File: config.mk
export PLATFORM = sky130hd
export DESIGN_NAME = io_tx_buffer
export DESIGN_NICKNAME = d
export VERILOG_FILES = /design/src/rtl/io_tx_buffer.sv
export SDC_FILE = /design/constraint.sdc
export NUM_CORES = 1
export LEC_CHECK = 0
export ABC_AREA = 1
export ABC_CLOCK_PERIOD_IN_PS = 4900
export CORE_MARGIN = 2
export CORE_UTILIZATION = 57
export CTS_BUF_LIST = sky130_fd_sc_hd__clkbuf_2 sky130_fd_sc_hd__clkbuf_4 sky130_fd_sc_hd__clkbuf_8
export CTS_CLUSTER_DIAMETER = 150
export DETAILED_ROUTE_END_ITERATION = 7
export PLACE_DENSITY = 0.83
export SYNTH_ARGS = -nofsm -noshare
export SYNTH_HDL_FRONTEND = slang
export SYNTH_SLANG_ARGS = --single-unit
export TNS_END_PERCENT = 10
File: constraint.sdc
create_clock -name clk_in -period 4.9 [get_ports clk_in]
set_clock_uncertainty 0.15 [all_clocks]
set_input_delay 1.225 -clock clk_in [delete_from_list [all_inputs] [get_ports clk_in]]
set_output_delay 1.225 -clock clk_in [all_outputs]
set_load 0.05 [all_outputs]
File: src/rtl/io_tx_buffer.sv
// io_tx_buffer: CPU memory-mapped byte FIFO feeding a UART transmitter.
// Data writes to 0x30000, stop writes to 0x30004; see header for ports.
//
// Ports:
//   clk_in          system clock, rising edge
//   rst_in          synchronous active-low reset
//   mem_a/mem_dout  CPU address and write byte
//   mem_wr          CPU write strobe
//   tx_data/valid   head byte offered to the UART
//   tx_ready        UART accepts the head byte this cycle
//   io_buffer_full  backpressure, MARGIN entries early
//   overflow        sticky: a push was dropped
//   halted          stop seen and FIFO fully drained
//   count           FIFO occupancy
module io_tx_buffer #(
  parameter int DEPTH  = 16,
  parameter int MARGIN = 2
) (
  input  logic                     clk_in,
  input  logic                     rst_in,
  input  logic [31:0]              mem_a,
  input  logic [7:0]               mem_dout,
  input  logic                     mem_wr,
  output logic [7:0]               tx_data,
  output logic                     tx_valid,
  input  logic                     tx_ready,
  output logic                     io_buffer_full,
  output logic                     overflow,
  output logic                     halted,
  output logic [$clog2(DEPTH):0]   count
);

  localparam int AW = $clog2(DEPTH);
  localparam int CW = AW + 1;

  logic [7:0]    buf_mem [DEPTH];
  logic [AW-1:0] head;
  logic [AW-1:0] tail;
  logic [CW-1:0] count_q;
  logic          stop_seen;
  logic          overflow_q;

  logic          io_wr;
  logic          data_req;
  logic          stop_req;
  logic          push_req;
  logic [7:0]    push_byte;
  logic          pop;
  logic          at_depth;
  logic          push_ok;
  logic          drop;

  logic          unused;
  assign unused = ^{mem_a[31:18], mem_a[15:3]};

  // IO writes are ignored entirely once the stop terminator was seen.
  assign io_wr    = mem_wr && (mem_a[17:16] == 2'b11)
                    && !stop_seen;
  assign data_req = io_wr && (mem_a[2:0] == 3'b000)
                    && (mem_dout != 8'h00);
  assign stop_req = io_wr && (mem_a[2:0] == 3'b100);
  assign push_req = data_req || stop_req;

  always_comb begin
    push_byte = 8'h00;
    unique case (1'b1)
      stop_req: push_byte = 8'h00;
      data_req: push_byte = mem_dout;
      default:  push_byte = 8'h00;
    endcase
  end

  assign tx_valid = (count_q != '0);
  assign tx_data  = buf_mem[head];
  assign pop      = tx_valid && tx_ready;

  // A full FIFO still takes a byte if the head leaves on the same edge.
  assign at_depth = (count_q == CW'(DEPTH));
  assign push_ok  = push_req && (!at_depth || pop);
  assign drop     = push_req && !push_ok;

  always_ff @(posedge clk_in) begin
    if (push_ok) begin
      buf_mem[tail] <= push_byte;
    end
  end

  always_ff @(posedge clk_in) begin
    if (!rst_in) begin
      head       <= '0;
      tail       <= '0;
      count_q    <= '0;
      stop_seen  <= 1'b0;
      overflow_q <= 1'b0;
    end else begin
      if (push_ok) begin
        tail <= tail + AW'(1);
      end
      if (pop) begin
        head <= head + AW'(1);
      end
      unique case (1'b1)
        (push_ok && !pop): count_q <= count_q + CW'(1);
        (pop && !push_ok): count_q <= count_q - CW'(1);
        default:           count_q <= count_q;
      endcase
      // A dropped stop still terminates the stream.
      if (stop_req) begin
        stop_seen <= 1'b1;
      end
      if (drop) begin
        overflow_q <= 1'b1;
      end
    end
  end

  // No pushes follow stop, so an empty FIFO after stop stays empty.
  assign halted         = stop_seen && (count_q == '0);
  assign io_buffer_full = (count_q >= CW'(DEPTH - MARGIN));
  assign overflow       = overflow_q;
  assign count          = count_q;

endmodule

==> results of run 1 <==
[Yosys cell counts, drive strengths merged (6+ instances only)]
library cell / count
nand2: 49
dfxtp: 19
o211ai: 32
o21ai: 48
ha: 6
mux2i: 32
buf: 7
inv: 74
clkbuf: 17
a21oi: 41
nand4: 6
nand3: 19
edfxtp: 128
nor2: 40
[where the power goes]
| part | switching [mW] | internal [mW] |
|---|---|---|
| combinational | 0.869 | 0.458 |
| clock | 0.417 | 0.495 |
| sequential | 0.100 | 1.38 |
| total | 1.39 | 2.34 |
[registers in the layout (all words and copies together) (netlist names), named ones only]
signal	cells
overflow	1
stop_seen	1
tail	4
head	4
count	5
buf_mem	128
[cell type report]
type / count / area (um2) / area share
Clock inverter: 5 / 51.30 / 0.007163
Multi-Input combinational cell: 280 / 1682 / 0.2348
Clock buffer: 27 / 340.3 / 0.04752
Sequential cell: 147 / 4228 / 0.5903
Inverter: 74 / 282.8 / 0.03948
Timing Repair Buffer: 41 / 402.9 / 0.05625
Tap cell: 140 / 175.2 / 0.02446
[logic make-up after synthesis]
kind of cell             Yosys count  share of synthesized area
AO/OA/AOI/OAI                    126                     0.1157
XOR/XNOR                           1                   0.001391
adder cells (fa/ha/maj)            6                    0.01192
buffers and inverters             98                    0.06200
flip-flops                       147                     0.6709
multiplexers                      32                    0.05087
AND/OR/NAND/NOR                  115                    0.08724
[layer usage]
metal | part of all wire | vias to the layer above | GRT usage
li1 | - | 1930 | -
met1 | 0.39 | 1977 | 0.2986
met2 | 0.51 | 207 | 0.4082
met3 | 0.083 | 29 | 0.05140
met4 | 0.026 | 0 | 0.1035
met5 | 0 | - | 0
[how the worst max path moves through the flow]
stage	startpoint	to	slack, ns	cells past startpoint
6_report	flop	tx_data[5]	0.47	5
5_1_grt	flop	tx_data[5]	0.31	5
4_1_cts	flop	tx_data[5]	0.52	5
3_5_place_dp	flop	tx_data[1]	1.02	5
3_3_place_gp	flop	tx_data[1]	1.0	5
2_1_floorplan	count[2]	io_buffer_full	1.44	2
[worst max-delay path, delay by kind of cell (launching register included)]
kind	cells	cell delay, ns
buffers and inverters	2	1.51
AOI/OAI and AO/OA	2	0.70
and+or+nand+nor	1	0.08
DFF	1	0.31
[per-stage QoR]
stage,hold WS (ns),area (um2),utilization,power (mW)
global placement,0.3216,6770,0.6273,2.771
CTS,0.3513,7162,0.6636,3.712
finish,0.3484,7162,0.6636,3.721
floorplan,0.3097,6296,-,2.447
detailed placement,0.3394,6770,0.6273,2.811
global route,0.3685,7162,0.6636,3.892
==> summary.txt, run 1 <==
Setup path
  – CP arrival: ~3 ns
  – Setup CP Type: reg2out
  – Reg2Reg Setup Slack: roughly 2.3 ns
  – Critical-path cell list: inv_1, o21ai_0, o211ai_1, nand2_1, clkdlybuf4s50_1
  – Reg-to-Reg Start: stop_seen
  – CP max stage cell: inv_1
  – CP required: around 3.5 ns
  – Kind of end point of the critical path: output port
  – R2r endpoint: buf_mem[4][4]
  – Critical Path Start Type: flop
  – R2r worst-path depth: 9
  – Max stage delay on crit path: approximately 0.8 ns
  – Crit-path max FO: 32

Clock network
  – Num CTS Buffers: 17
  – Worst skew pair latency: 0.44 ns
  – Post-CTS setup buffers: 0
  – H-tree depth: 4
  – TritonCTS clock tree: done
  – Clock Sinks: between 100 and 150
  – Clock Tree Buf Depth: 2
  – Reg clk slew, reported paths: approximately 0.080 ns
  – CTS resizes: 0
  – CTS root buf: clkbuf_8
  – CTS Hold Bufs: 0

Power and ir drop
  – Leak: 2.585 nW
  – Power density over the cells: roughly 520 nW/um2
  – Peak supply drop: approximately 0.57 mV

Yosys
  – Ys flop type: edfxtp_1
  – Register bit total from synthesis: about 150
  – Post-Syn Instances: between 500 and 600
  – Synthesized area: approximately 6300 um2
  – Area share of the largest cell type after synthesis: 0.6105
  – Synth area leader: edfxtp_1
  – Async S/R FF share, synth: 0
  – Area contributors post-synth: edfxtp_1 (61%), dfxtp_1 (6.0%), mux2i_1 (5.1%), inv_1 (4.2%), o211ai_1 (3.8%)
  – Post-Synthesis Net Count: 575
  – EDFF count, synth: roughly 130
  – Synthesized area per cell: ~12 um2
  – Post-synth cell types: 32
  – Synth warn: 0
  – Sequential fraction of the synthesis area: 0.6709

Global routing
  – Largest net degree at the start of global routing: 47
  – Vias in the first global route: ~4000
  – Wire length of the first global-routing pass: 20670 um
  – Initial antenna violation count: 0
  – GR Overflow Total: 0
  – Global Route Usage Sum: 0.2406

Timing
  – Final hold viol count: 0
  – Tightest Pin Transition: 1.152 ns
  – Max-slew violations: 0
  – Rel. slew slack: 0.2290
  – Post-route setup slack: around 0.47 ns
  – Unrepaired setup endpoints after global routing: false
  – Post-Route Setup TNS: 0 ns
  – Period Utilization, post-route: 0.9038
  – Tmin final: between 4 and 5 ns
  – Max Clk Rate: 225.8 MHz
  – Final setup violating endpoints: 0

Floorplanning
  – Die X: around 110 um
  – Die Y: roughly 110 um
  – DIE AREA: between 10000 and 15000 um2
  – Starting Density: 0.5834
  – Ports: 61
  – Cell Rows: 38
  – Core ar.: about 11000 um2

Drt
  – Initial DRC count: 453
  – Routed WL: 13390 um
  – First drt pass iteration count: 5
  – DR DRC count: 0
  – Routed len/inst: between 15 and 20 um
  – Final ANT Viol Nets: 0
  – Vias per cell: just under 6
  – Via count: slightly above 4000

Layout
  – Leading cell type in the layout, fill and taps excluded: edfxtp_1
  – Post-route insts no fill: just over 700
  – Fin nets: slightly above 600
  – Most frequent cells in the layout: edfxtp_1 (128), inv_1 (71), o21ai_0 (45)
  – Share of cells above drive strength 1: 0.1010
  – Area delta synth->final: 13.75%
  – N_diodes: 0
  – # fillers: 759

Placement
  – Pre-CTS WS: about 1.0 ns
  – Placed Cells: around 700
  – Port Buffers: 33
  – Post-DP HPWL: about 8100 um
  – Gpl congestion: slightly below 0.9

Min path
  – Hold_sp: stop_seen
  – Worst hold path class: reg2reg
  – Hold Path Sink: stop_seen
  – Min-Delay Path Depth: 2

Outcome
  – Outcome: finished clean

Run
  – Max-Cap Viols: 0
(Power assumes the default switching activity.)
==> run 2, diff against run 1 <==
ABC_CLOCK_PERIOD_IN_PS = 3800   (was 4900)
CORE_UTILIZATION = 53   (was 57)
PLACE_DENSITY = 0.81   (was 0.83)
clock period = 3.8 ns   (was 4.9 ns; I/O delays follow)
==> run 2 against run 1 <==
Compared with the run above: combinational power is 43% higher; largest cell class unchanged; global-route usage is 2.3 points lower; sequential power is 28% higher; highest routed layer unchanged; clock power is 28% higher; die area is 7.3% higher.
==> summary.txt, run 2 (synthesis gave the netlist of run 1 again) <==
Min path
  – Hold_sp: head[2]
  – Min-Delay Path Depth: 2
  – Worst hold path class: reg2reg

Setup path
  – R2r worst-path depth: 5
  – CP arrival: 2.38 ns
  – CP max stage cell: dfxtp_4
  – Reg-to-Reg Start: stop_seen
  – Critical-path cell list: buf_12, mux2i_1, o21ai_0, o211ai_1, nand2_1, buf_12
  – Worst Setup EP: tx_data[5]
  – Reg2Reg Setup Slack: about 1.4 ns
  – Crit-path max FO: between 60 and 70
  – CP required: between 2 and 3 ns
  – Max stage delay on crit path: 0.63 ns
  – Critical Path Start Type: flop
  – R2r endpoint: buf_mem[9][5]
  – Setup CP Type: reg2out
  – Worst path bufs/invs: 2
  – Kind of end point of the critical path: output port
  – Levels on crit path: 6
  – CP dominant cell by count: buf_12
  – Critical path's top delay family: flip-flops

Power and ir drop
  – Peak supply drop: roughly 0.63 mV
  – Leak: ~2.7 nW
  – Pwr Total: a little under 5 mW
  – Power density over the cells: 677.1 nW/um2

Layout
  – Area delta synth->final: 16.32%
  – Most frequent cells in the layout: edfxtp_1 (128), inv_1 (71), o21ai_0 (45)
  – Most flops, register: buf_mem
  – Share of cells above drive strength 1: 0.1248
  – N_diodes: 0
  – Max reg flops: approximately 130
  – Fin nets: between 600 and 700
  – Leading cell type in the layout, fill and taps excluded: edfxtp_1
  – Post-route insts no fill: ~730
  – # fillers: a little over 800
  – Final Instance Area: about 7300 um2

Floorplanning
  – Starting Density: 0.5467
  – DIE AREA: approximately 13000 um2
  – Die X: roughly 110 um
  – Core ar.: between 10000 and 15000 um2
  – Die Y: 113.0 um
  – Cell Rows: 39
  – Ports: 61

Timing
  – Tmin final: 3.484 ns
  – Rel. slew slack: 0.1447
  – Max Clk Rate: 287.0 MHz
  – Period Utilization, post-route: 0.9168
  – Unrepaired setup endpoints after global routing: false
  – Worst hold slack: approximately 0.35 ns
  – Max-slew violations: 0
  – Post-Route Setup TNS: 0 ns
  – Final hold viol count: 0
  – Final setup violating endpoints: 0
  – Tightest Pin Transition: about 1.3 ns

Clock network
  – Worst skew pair latency: about 0.43 ns
  – Reg clk slew, reported paths: ~0.070 ns
  – Clock Tree Buf Depth: 2
  – Num CTS Buffers: 17
  – Clock Sinks: about 150
  – CTS Hold Bufs: 0
  – CTS resizes: 0
  – H-tree depth: 4
  – Post-CTS setup buffers: 0
  – CTS root buf: clkbuf_8
  – TritonCTS clock tree: done

Drt
  – Routed len/inst: about 18 um
  – Final ANT Viol Nets: 0
  – First drt pass iteration count: 5
  – Vias per cell: 5.556
  – Initial DRC count: between 300 and 400
  – DR DRC count: 0
  – Via count: approximately 4000
  – Routed WL: 13060 um

Placement
  – Placed Cells: between 600 and 700
  – Gpl congestion: 0.9203
  – Port Buffers: 33
  – Post-DP HPWL: about 8400 um
  – DP Area: a little under 7000 um2

Global routing
  – Wire length of the first global-routing pass: between 20000 and 25000 um
  – Initial antenna violation count: 0
  – Vias in the first global route: 4025
  – Global Route Usage Sum: 0.2178
  – Largest net degree at the start of global routing: 64
  – GR Overflow Total: 0

Outcome
  – Outcome: finished clean

Run
  – Max-Cap Viols: 0
run 2: layout make-up:
class / count / area, um2 / area share
multi-input cells: 280 / 1682 / 0.2296
well taps: 143 / 178.9 / 0.02443
clock inverters: 14 / 145.1 / 0.01982
repair buffers: 53 / 573.1 / 0.07825
flip-flops and latches: 147 / 4228 / 0.5773
inverters: 74 / 282.8 / 0.03861
clock buffers: 17 / 234.0 / 0.03195
run 2: per-stage QoR:
| step | util | setup slack, ns |
|---|---|---|
| finish | 0.6359 | 0.3162 |
| floorplan | - | 0.6141 |
| CTS | 0.6359 | 0.3188 |
| detailed placement | 0.6030 | 0.3248 |
| global placement | 0.6030 | 0.4126 |
| global route | 0.6359 | 0.1927 |
run 2: routing by layer:
layer  track usage  up-vias  wire length, um
met4        0.1033        0              380
met2        0.3723      170             6647
met3       0.03856       27              689
met1        0.2714     1904             5338
li1              -     1944                -
met5             0        -                0
run 2: how the worst min path moves through the flow:
| stage | end | slack [ns] |
|---|---|---|
| final | head[2] | 0.35 |
| after global routing | stop_seen | 0.39 |
| after CTS | head[2] | 0.35 |
| after detailed placement | flop | 0.33 |
| after global placement | overflow | 0.32 |
| after floorplan | flop | 0.31 |
run 2: worst min-delay path, stage by stage, from the launching register on:
cell	delay [ns]
dfxtp_1	0.34
inv_1	0.06
a21oi_1	0.06
run 2: report_power, final:
part           switching [mW]  internal (mW)
combinational            1.17          0.726
clock                   0.539          0.629
sequential              0.111           1.78
total                    1.82           3.14
